$ cat src/rtl/ram_pkg.sv
// Shared constants, clear-FSM state type and byte parity helper for ram_param_sp.
package ram_pkg;
    localparam int DATA_W_DEF = 32;
    localparam int ADDR_W_DEF = 5;

    typedef enum logic {IDLE, CLEAR} clr_state_e;

    // Even parity: stored bit makes the byte plus parity an even count of ones.
    function automatic logic byte_par(input logic [7:0] b);
        return ^b;
    endfunction
endpackage

$ cat src/rtl/ram_clr_ctrl.sv
// Clear sequencer: sweeps every word once, writing zero, while holding busy high.
module ram_clr_ctrl
    import ram_pkg::*;
#(
    parameter int ADDR_W = ADDR_W_DEF
) (
    input  logic              clk,
    input  logic              reset_n,
    input  logic              clr_req,
    output logic              busy,
    output logic              clr_we,
    output logic [ADDR_W-1:0] clr_addr
);
    localparam logic [ADDR_W-1:0] LAST = '1;

    clr_state_e        state_q, state_d;
    logic [ADDR_W-1:0] cnt_q, cnt_d;

    always_ff @(posedge clk or negedge reset_n) begin
        if (!reset_n) begin
            state_q <= IDLE;
            cnt_q   <= '0;
        end else begin
            state_q <= state_d;
            cnt_q   <= cnt_d;
        end
    end

    always_comb begin
        state_d = state_q;
        cnt_d   = cnt_q;
        busy    = 1'b0;
        clr_we  = 1'b0;
        case (state_q)
            IDLE: begin
                if (clr_req) state_d = CLEAR;
            end
            CLEAR: begin
                busy   = 1'b1;
                clr_we = 1'b1;
                if (cnt_q == LAST) begin
                    state_d = IDLE;
                    cnt_d   = '0;
                end else begin
                    cnt_d = cnt_q + 1'b1;
                end
            end
            default: state_d = IDLE;
        endcase
    end

    assign clr_addr = cnt_q;
endmodule

$ cat src/rtl/ram_param_sp.sv
// Single-port byte-writable RAM with registered read and a whole-array clear sweep.
// Optional per-byte even parity storage when RAM_PARITY_EN is defined.
module ram_param_sp
    import ram_pkg::*;
#(
    parameter int DATA_W = DATA_W_DEF,
    parameter int ADDR_W = ADDR_W_DEF
) (
    input  logic                clk,
    input  logic                reset_n,
    input  logic                cs,
    input  logic                rw,
    input  logic [ADDR_W-1:0]   addr,
    input  logic [DATA_W-1:0]   data_in,
    input  logic [DATA_W/8-1:0] be,
    input  logic                clr_req,
    output logic                busy,
    output logic [DATA_W-1:0]   data_out,
    output logic                rd_valid
`ifdef RAM_PARITY_EN
    ,
    input  logic                err_inj,
    output logic                parity_err
`endif
);
    localparam int NB    = DATA_W / 8;
    localparam int DEPTH = 1 << ADDR_W;

    logic [DATA_W-1:0] mem [DEPTH];
    logic              clr_we;
    logic [ADDR_W-1:0] clr_addr;
    logic              acc_ok, wr_en, rd_en;
    logic [DATA_W-1:0] data_out_q, data_out_d;
    logic              rd_valid_q, rd_valid_d;

    ram_clr_ctrl #(.ADDR_W(ADDR_W)) u_clr (
        .clk      (clk),
        .reset_n  (reset_n),
        .clr_req  (clr_req),
        .busy     (busy),
        .clr_we   (clr_we),
        .clr_addr (clr_addr)
    );

    // A clear request in the same cycle as an access wins; the access is dropped.
    assign acc_ok = cs & ~busy & ~clr_req;
    assign wr_en  = acc_ok & rw;
    assign rd_en  = acc_ok & ~rw;

    // Array is deliberately not reset; only the clear sweep zeroes it.
    always_ff @(posedge clk) begin
        if (clr_we) begin
            mem[clr_addr] <= '0;
        end else if (wr_en) begin
            for (int i = 0; i < NB; i++)
                if (be[i]) mem[addr][8*i +: 8] <= data_in[8*i +: 8];
        end
    end

    assign data_out_d = rd_en ? mem[addr] : data_out_q;
    assign rd_valid_d = rd_en;

    always_ff @(posedge clk or negedge reset_n) begin
        if (!reset_n) begin
            data_out_q <= '0;
            rd_valid_q <= 1'b0;
        end else begin
            data_out_q <= data_out_d;
            rd_valid_q <= rd_valid_d;
        end
    end

    assign data_out = data_out_q;
    assign rd_valid = rd_valid_q;

`ifdef RAM_PARITY_EN
    logic [NB-1:0] par_mem [DEPTH];
    logic [NB-1:0] rd_par;
    logic          parity_err_q, parity_err_d;

    always_ff @(posedge clk) begin
        if (clr_we) begin
            par_mem[clr_addr] <= '0;
        end else if (wr_en) begin
            for (int i = 0; i < NB; i++)
                if (be[i]) par_mem[addr][i] <= byte_par(data_in[8*i +: 8]) ^ (err_inj && i == 0);
        end
    end

    always_comb begin
        rd_par = '0;
        for (int i = 0; i < NB; i++) rd_par[i] = byte_par(mem[addr][8*i +: 8]);
    end

    assign parity_err_d = rd_en & (|(rd_par ^ par_mem[addr]));

    always_ff @(posedge clk or negedge reset_n) begin
        if (!reset_n) parity_err_q <= 1'b0;
        else          parity_err_q <= parity_err_d;
    end

    assign parity_err = parity_err_q;
`endif
endmodule

$ cat config.mk
export PLATFORM = sky130hd
export DESIGN_NAME = ram_param_sp
export DESIGN_NICKNAME = d
export VERILOG_FILES = /design/src/rtl/ram_pkg.sv /design/src/rtl/ram_clr_ctrl.sv /design/src/rtl/ram_param_sp.sv
export SDC_FILE = /design/constraint.sdc
export NUM_CORES = 1
export LEC_CHECK = 0
export CORE_MARGIN = 3
export CORE_UTILIZATION = 55
export DETAILED_ROUTE_END_ITERATION = 16
export GPL_TIMING_DRIVEN = 1
export PLACE_DENSITY = 0.76
export SLEW_MARGIN = 15
export SYNTH_ARGS = -nofsm -noshare
export SYNTH_HDL_FRONTEND = slang
export SYNTH_SLANG_ARGS = --single-unit
$ cat constraint.sdc
create_clock -name clk -period 5.38 [get_ports clk]
set_input_delay 1.076 -clock clk [delete_from_list [all_inputs] [get_ports clk]]
set_output_delay 1.076 -clock clk [all_outputs]
set_load 0.05 [all_outputs]
==> key figures, run 1 <==
Critical path
  • Crit start category: input pin
  • Crit-path cells: clkdlybuf4s50_1, and4bb_2, o41a_2, buf_12, nor3_1, a41oi_2, nor2_1
  • Required @ worst endpoint: 5670 ps
  • Slowest stage delay, CP: 960 ps
  • Critical Path End Type: flip-flop
  • CP Max Fanout: 39
  • Crit path DAT: 4480 ps
  • Type of the worst setup path: in2reg
  • Cell family with most CP delay: compound AO/OA/AOI/OAI gates
  • Slowest CP cell: a41oi_2
  • CP Buf/Inv Count: 2

Routing
  • Drt wl/cell: 26.98 um
  • Vias: 22610
  • Drt pass-1 iters: 5
  • DRC Markers: 0
  • Vias per cell: 6.233
  • Final ANT Viol Nets: 0
  • DR iter-0 viols: 2537
  • DRT Wirelength: 97.89 mm

Global routing
  • GRT Overall Usage: roughly a quarter
  • First-pass GRT wire length: 146.5 mm
  • Initial antenna violation count: 2
  • Remaining Overflow, GRT: 0
  • Vias in the first global route: 22930
  • Largest net degree at the start of global routing: 129

Cells and area
  • Layout cells sized above 1: 13.32%
  • Fin area: between 40000 and 50000 um2
  • Layout area overhead: 12.57%
  • Nets: 2567

Clock tree
  • Post-CTS resize count: 0
  • Hold-fix buffers at CTS: 0
  • Worst-path clk slew: 70 ps
  • CTS max path bufs: 3
  • Postcts setup bufs: 0
  • CTS tree: built
  • CTS H-tree lvls: 3
  • Clock sink count: about 1100
  • Clock latency on the worst-skew pair: ~650 ps
  • Clock root cell: clkbuf_16
  • Num CTS Buffers: between 90 and 100

Logic synthesis
  • Fraction of registers with async set/reset: 3.669%
  • Synth Instances: 2400
  • Post-synth top area share: 72.28%
  • Yosys warns: 0
  • Mapped Area: 42540 um2
  • Seq/Total Area, Yosys: 74.57%
  • Synth top area cells: edfxtp_1 72%, mux2i_1 12%, dfrtp_1 2.3%
  • FF+latch count, synth: 1063
  • Post-synth top cells: 1024 x edfxtp_1, 513 x mux2i_1, 133 x nor2_1, 128 x a22oi_1, 68 x a21oi_1
  • Number of synthesized flops with an enable pin: ~1000
  • Most common cell in the synthesized netlist: edfxtp_1
  • Post-synthesis net count: 2448
  • Synth area leader: edfxtp_1
  • Primary FF master, synth: edfxtp_1
  • Synth cell types: 40
  • Syn avg cell area: around 18 um2

STA
  • Slew at the pin with the worst max-slew slack: between 1000 and 1500 ps
  • Final hold slack: 488.6 ps
  • Sum Neg Setup Slack: 0 ps
  • Final hold vios: 0
  • Clk_skew: 28.37 ps
  • Fin crit share: 77.92%
  • Fmax: 238.6 MHz
  • Period minus WS final: 4192 ps
  • Slew HR: 18.40%
  • Unrepaired setup endpoints after global routing: no
  • Max Slew Vio Count: 0
  • Final setup vio count: 0

Die
  • Die Height: roughly 280 um
  • Horiz. Die Dim: around 280 um
  • Site Rows: 101
  • Core area: 76330 um2
  • Area of the die: 80730 um2
  • Top Ports: 80
  • Starting Density: about 56%

Placement
  • Final Wtd Congestion: 0.8800
  • Area after DPL: 44620 um2
  • IO buf count: 79
  • Dpl hpwl: 59.19 mm

Hold path
  • Tightest Hold Check Type: reg2reg

Power
  • PD cells: 409.0 nW/um2
  • LEAKAGE: 0.01802 uW
  • VDD IR max: approximately 0.25 mV

Flow run
  • Max-Cap Viols: 0

Run status
  • Status: complete, no violations
-- power by group --
part           internal [uW]  switching (uW)
Sequential              9720             218
Combinational            774            1850
Clock                   4090            2940
-- per-stage QoR --
stage | total power [uW] | util (%) | std cells | worst slack (ps)
finish | 19590 | 62.74 | 3628 | 1188
global route | 20160 | 62.74 | 3627 | 1024
CTS | 19630 | 62.74 | 3627 | 1231
detailed placement | 12700 | 58.46 | 3450 | 575.5
global placement | 12600 | 58.46 | 3450 | 698.9
floorplan | 11650 | - | 2400 | 2286
-- worst min-delay path: stages, from the launching register on --
cell	delay (ps)
dfrtp_1	350
nand2_1	60
o41ai_2	40
-- worst paths after layout --
path / startpoint / end / slack [ps] / cells after the start
hold reg to reg: data_out[21]$_DFFE_PN0P_ / data_out[21]$_DFFE_PN0P_ / 490 / 2
setup reg to reg: u_clr.state_q$_DFF_PN0_ / mem[23][1]$_DFFE_PP_ / 1490 / 7
min in group asynchronous: reset_n / data_out[9]$_DFFE_PN0P_ / 560 / 2
hold / removal: data_out[21]$_DFFE_PN0P_ / data_out[21]$_DFFE_PN0P_ / 490 / 2
setup / recovery: clr_req / mem[23][1]$_DFFE_PP_ / 1190 / 7
max in group asynchronous: reset_n / data_out[4]$_DFFE_PN0P_ / 4280 / 2
-- cell families (layout without fill, tap and decap cells) --
group	count (synthesis)	count (layout)	share of synthesized area, %
buf+inv	163	360	2.197
flops	1063	1063	74.57
compound gates	410	410	8.385
mux	516	516	12.15
fa+ha+maj	2	2	0.05881
simple gates	246	246	2.635
other cells	0	1	0
-- area by class of cell --
cell class	instances	area (um2)
Antenna cell	1	2.502
Clock buffer	120	2626
Clock inverter	57	639.4
Fill cell	5248	28440
Inverter	2	7.507
Multi-Input combinational cell	1174	9920
Sequential cell	1063	31730
Tap cell	1030	1289
Timing Repair Buffer	181	1682
-- routing by layer --
metal | wire length (um) | part of all wire, % | vias to the layer above | GRT usage (%)
li1 | - | - | 9871 | -
met1 | 39760 | 41 | 11430 | 34.04
met2 | 45630 | 47 | 1097 | 37.89
met3 | 8885 | 9.1 | 219 | 4.483
met4 | 3619 | 3.7 | 0 | 9.041
met5 | 0 | 0 | - | 0
-- registers in the layout, summed over array words and instances, names as in the netlist --
name            count
rd_valid            1
u_clr.clr_addr      5
mem              1024
data_out           32
u_clr.state_q       1
-- cell usage in the layout (no fill, tap or decap), drive strengths merged, types with 6 or more instances in the layout --
cell type	count
clkinv	29
o41ai	32
nor2	133
clkbuf	120
a22oi	128
bufinv	13
a21oi	68
nand2	36
nor4	6
clkdlybuf4s50	77
edfxtp	1024
mux2i	514
buf	104
and2	34
clkinvlp	12
a221oi	64
nand2b	12
dfrtp	39
a31oi	12
nor3	9
a22o	65
o22ai	32
Power figures use the tool's default switching activity.
==> inputs of run 2 (changes only) <==
==> constraint.sdc (replaced) <==
create_clock -name clk -period 4.3 [get_ports clk]
set_input_delay 0.86 -clock clk [delete_from_list [all_inputs] [get_ports clk]]
set_output_delay 0.86 -clock clk [all_outputs]
set_load 0.05 [all_outputs]
==> key figures, run 2 (same netlist as run 1, synthesis figures left out) <==
Placement
  • Area after DPL: 44810 um2 (was 44620 um2)
  • Dpl hpwl: 58.85 mm (was 59.19 mm)
  • IO buf count: 79 (unchanged)
  • Final Wtd Congestion: 0.8489 (was 0.8800)
  • Dpl cells: 3470 (was 3450)

Clock tree
  • Hold-fix buffers at CTS: 0 (unchanged)
  • CTS H-tree lvls: 3 (unchanged)
  • Clock root cell: clkbuf_16 (unchanged)
  • Worst-path clk slew: 60 ps (was 70 ps)
  • Postcts setup bufs: 0 (unchanged)
  • CTS max path bufs: 3 (unchanged)
  • Clock latency on the worst-skew pair: 670 ps (was 650 ps)
  • Clock sink count: 1063 (unchanged)
  • Num CTS Buffers: 101 (was 97)
  • Post-CTS resize count: 0 (unchanged)
  • CTS tree: built (unchanged)

Power
  • PD cells: 513.9 nW/um2 (was 409.0 nW/um2)
  • Net Sw Frac: 25.66% (was 25.56%)
  • Cell internal pwr: 18440 uW (was 14580 uW)
  • VDD IR max: 0.3133 mV (was 0.2544 mV)
  • Sequential power share: 50.1% (was 50.7%)
  • Clock Power Share: 36.6% (was 35.9%)
  • LEAKAGE: 0.01824 uW (was 0.01802 uW)
  • P_sw: 6363 uW (was 5005 uW)
  • Comb power frac: 13.3% (was 13.4%)

Cells and area
  • Most frequent cells in the layout: 1024 x edfxtp_1, 513 x mux2i_1, 132 x nor2_1, 128 x a22oi_1, 109 x buf_4 (was 1024 x edfxtp_1, 513 x mux2i_1, 132 x nor2_1, 128 x a22oi_1, 99 x clkbuf_16)
  • Fin area: 48260 um2 (was 47890 um2)
  • Layout cells sized above 1: 14.30% (was 13.32%)
  • Commonest non-fill, non-tap cell in the layout: edfxtp_1 (unchanged)
  • Layout area overhead: 13.44% (was 12.57%)
  • Largest Register: mem (unchanged)
  • Nets: 2591 (was 2567)
  • Largest register FFs: 1024 (unchanged)
  • Final non-filler cell total: 3660 (was 3628)
  • Diodes inserted: 0 (was 1)

Global routing
  • Initial antenna violation count: 1 (was 2)
  • Largest net degree at the start of global routing: 104 (was 129)
  • First-pass GRT wire length: 144.1 mm (was 146.5 mm)
  • Remaining Overflow, GRT: 0 (unchanged)
  • GRT Overall Usage: 23.67% (was 24.13%)
  • Vias in the first global route: 22740 (was 22930)

Critical path
  • Slowest stage delay, CP: 830 ps (was 960 ps)
  • Reg-to-reg endpoint: mem[27][4]$_DFFE_PP_ (was mem[23][1]$_DFFE_PP_)
  • Crit path DAT: 4180 ps (was 4480 ps)
  • Reg-to-reg critical path startpoint: u_clr.state_q$_DFF_PN0_ (unchanged)
  • Cell family with most CP delay: simple AND/OR/NAND/NOR gates (was compound AO/OA/AOI/OAI gates)
  • Slowest CP cell: nor2_1 (was a41oi_2)
  • Worst R2R Setup Slack: 680 ps (was 1490 ps)
  • Type of the worst setup path: in2reg (unchanged)
  • FF-to-FF path depth: 5 (was 7)
  • Required @ worst endpoint: 4580 ps (was 5670 ps)
  • Crit-path cells: clkdlybuf4s50_1, and4bb_2, o41a_2, buf_4, a41oi_2, nor2_1 (was clkdlybuf4s50_1, and4bb_2, o41a_2, buf_12, nor3_1, a41oi_2, nor2_1)
  • Critical Path End Type: flip-flop (unchanged)
  • CP Max Fanout: 26 (was 39)
  • Crit start category: input pin (unchanged)
  • CP Buf/Inv Count: 2 (unchanged)

STA
  • Slew at the pin with the worst max-slew slack: 1123 ps (was 1224 ps)
  • Fmax: ~260 MHz
  • Final hold vios: 0 (unchanged)
  • Sum Neg Setup Slack: 0 ps (unchanged)
  • Max Slew Vio Count: 0 (unchanged)
  • Slew HR: 24.80% (was 18.40%)
  • Clk_skew: 38.09 ps (was 28.37 ps)
  • Period minus WS final: 3904 ps
  • Unrepaired setup endpoints after global routing: no (unchanged)
  • Fin crit share: between 90% and 100%
  • Final setup vio count: 0 (unchanged)

Die
  • Site Rows: 101 (unchanged)
  • Area of the die: 80730 um2 (unchanged)
  • Horiz. Die Dim: 284.1 um (unchanged)
  • Starting Density: 55.74% (unchanged)
  • Core area: 76330 um2 (unchanged)
  • Die Height: 284.1 um (unchanged)
  • Top Ports: 80 (unchanged)

Routing
  • DRC Markers: 0 (unchanged)
  • Vias: 22720 (was 22610)
  • Drt pass-1 iters: 7 (was 5)
  • Wire length on met1: 38.47 mm (was 39.76 mm)
  • Drt wl/cell: 26.34 um (was 26.98 um)
  • DRT Wirelength: 96.41 mm (was 97.89 mm)
  • Highest metal used: met4 (unchanged)
  • Final ANT Viol Nets: 0 (unchanged)
  • Vias per cell: 6.208 (was 6.233)
  • Met2 routed WL: 45.95 mm (was 45.63 mm)
  • DR iter-0 viols: 2639 (was 2537)
  • Metal3 WL: 9.087 mm (was 8.885 mm)

Hold path
  • Tightest Hold Check Type: in2async (was reg2reg)

Flow run
  • Max-Cap Viols: 0 (unchanged)

Run status
  • Status: complete, no violations (unchanged)
run 2: changes by cell type in the layout (fill, tap and decap cells not counted), sizes merged:
cell and change:
clkinv +17, clkinvlp -2, bufinv +2, diode -1
inv +1, buf +20, clkbuf -5
run 2: final cells by class:
cell class	count	area [um2]
clock inverters	75	832.0
repair buffers	201	1869
multi-input cells	1174	9928
flip-flops and latches	1063	31730
fillers	5195	28070
inverters	2	7.507
clock buffers	115	2611
well taps	1030	1289
run 2: worst max-delay path by stage:
stage	from	endpoint	slack [ps]	cells after the start
after global placement	clr_req	mem[8][3]$_DFFE_PP_	-110	7
after detailed placement	clr_req	mem[8][1]$_DFFE_PP_	-300	7
after global routing	clr_req	mem[27][4]$_DFFE_PP_	230	6
after floorplan	clr_req	mem[16][16]$_DFFE_PP_	1420	7
final	clr_req	mem[27][4]$_DFFE_PP_	400	6
after CTS	clr_req	mem[27][4]$_DFFE_PP_	450	6
run 2: worst reg2reg max path, stage by stage (launching register included):
cell	delay, ps
dfrtp_1	380
and4bb_2	510
o41a_2	620
buf_4	360
a41oi_2	530
nor2_1	840
run 2: power groups by stage:
stage	Sequential (uW)	Combinational (uW)	Clock, uW
floorplan	12800	1760	0
global placement	12600	3160	0
detailed placement	12600	3260	0
CTS	12400	3270	9180
global route	12500	3480	9630
finish	12400	3290	9080
run 2: metrics by stage:
stage	util (%)	worst slack (ps)	power [uW]	hold WS [ps]
3_3_place_gp	58.70	-110.8	15770	470.0
2_1_floorplan	-	1422	14570	502.7
6_report	63.23	396.4	24800	304.4
4_1_cts	63.21	448.1	24890	287.9
5_1_grt	63.23	231.3	25580	321.9
3_5_place_dp	58.70	-296.6	15900	464.9
run 2: metal layers:
| metal | GRT usage, % | up-vias |
|---|---|---|
| met1 | 32.80 | 11500 |
| li1 | - | 9942 |
| met4 | 8.089 | 0 |
| met2 | 37.81 | 1110 |
| met5 | 0 | - |
| met3 | 4.876 | 169 |
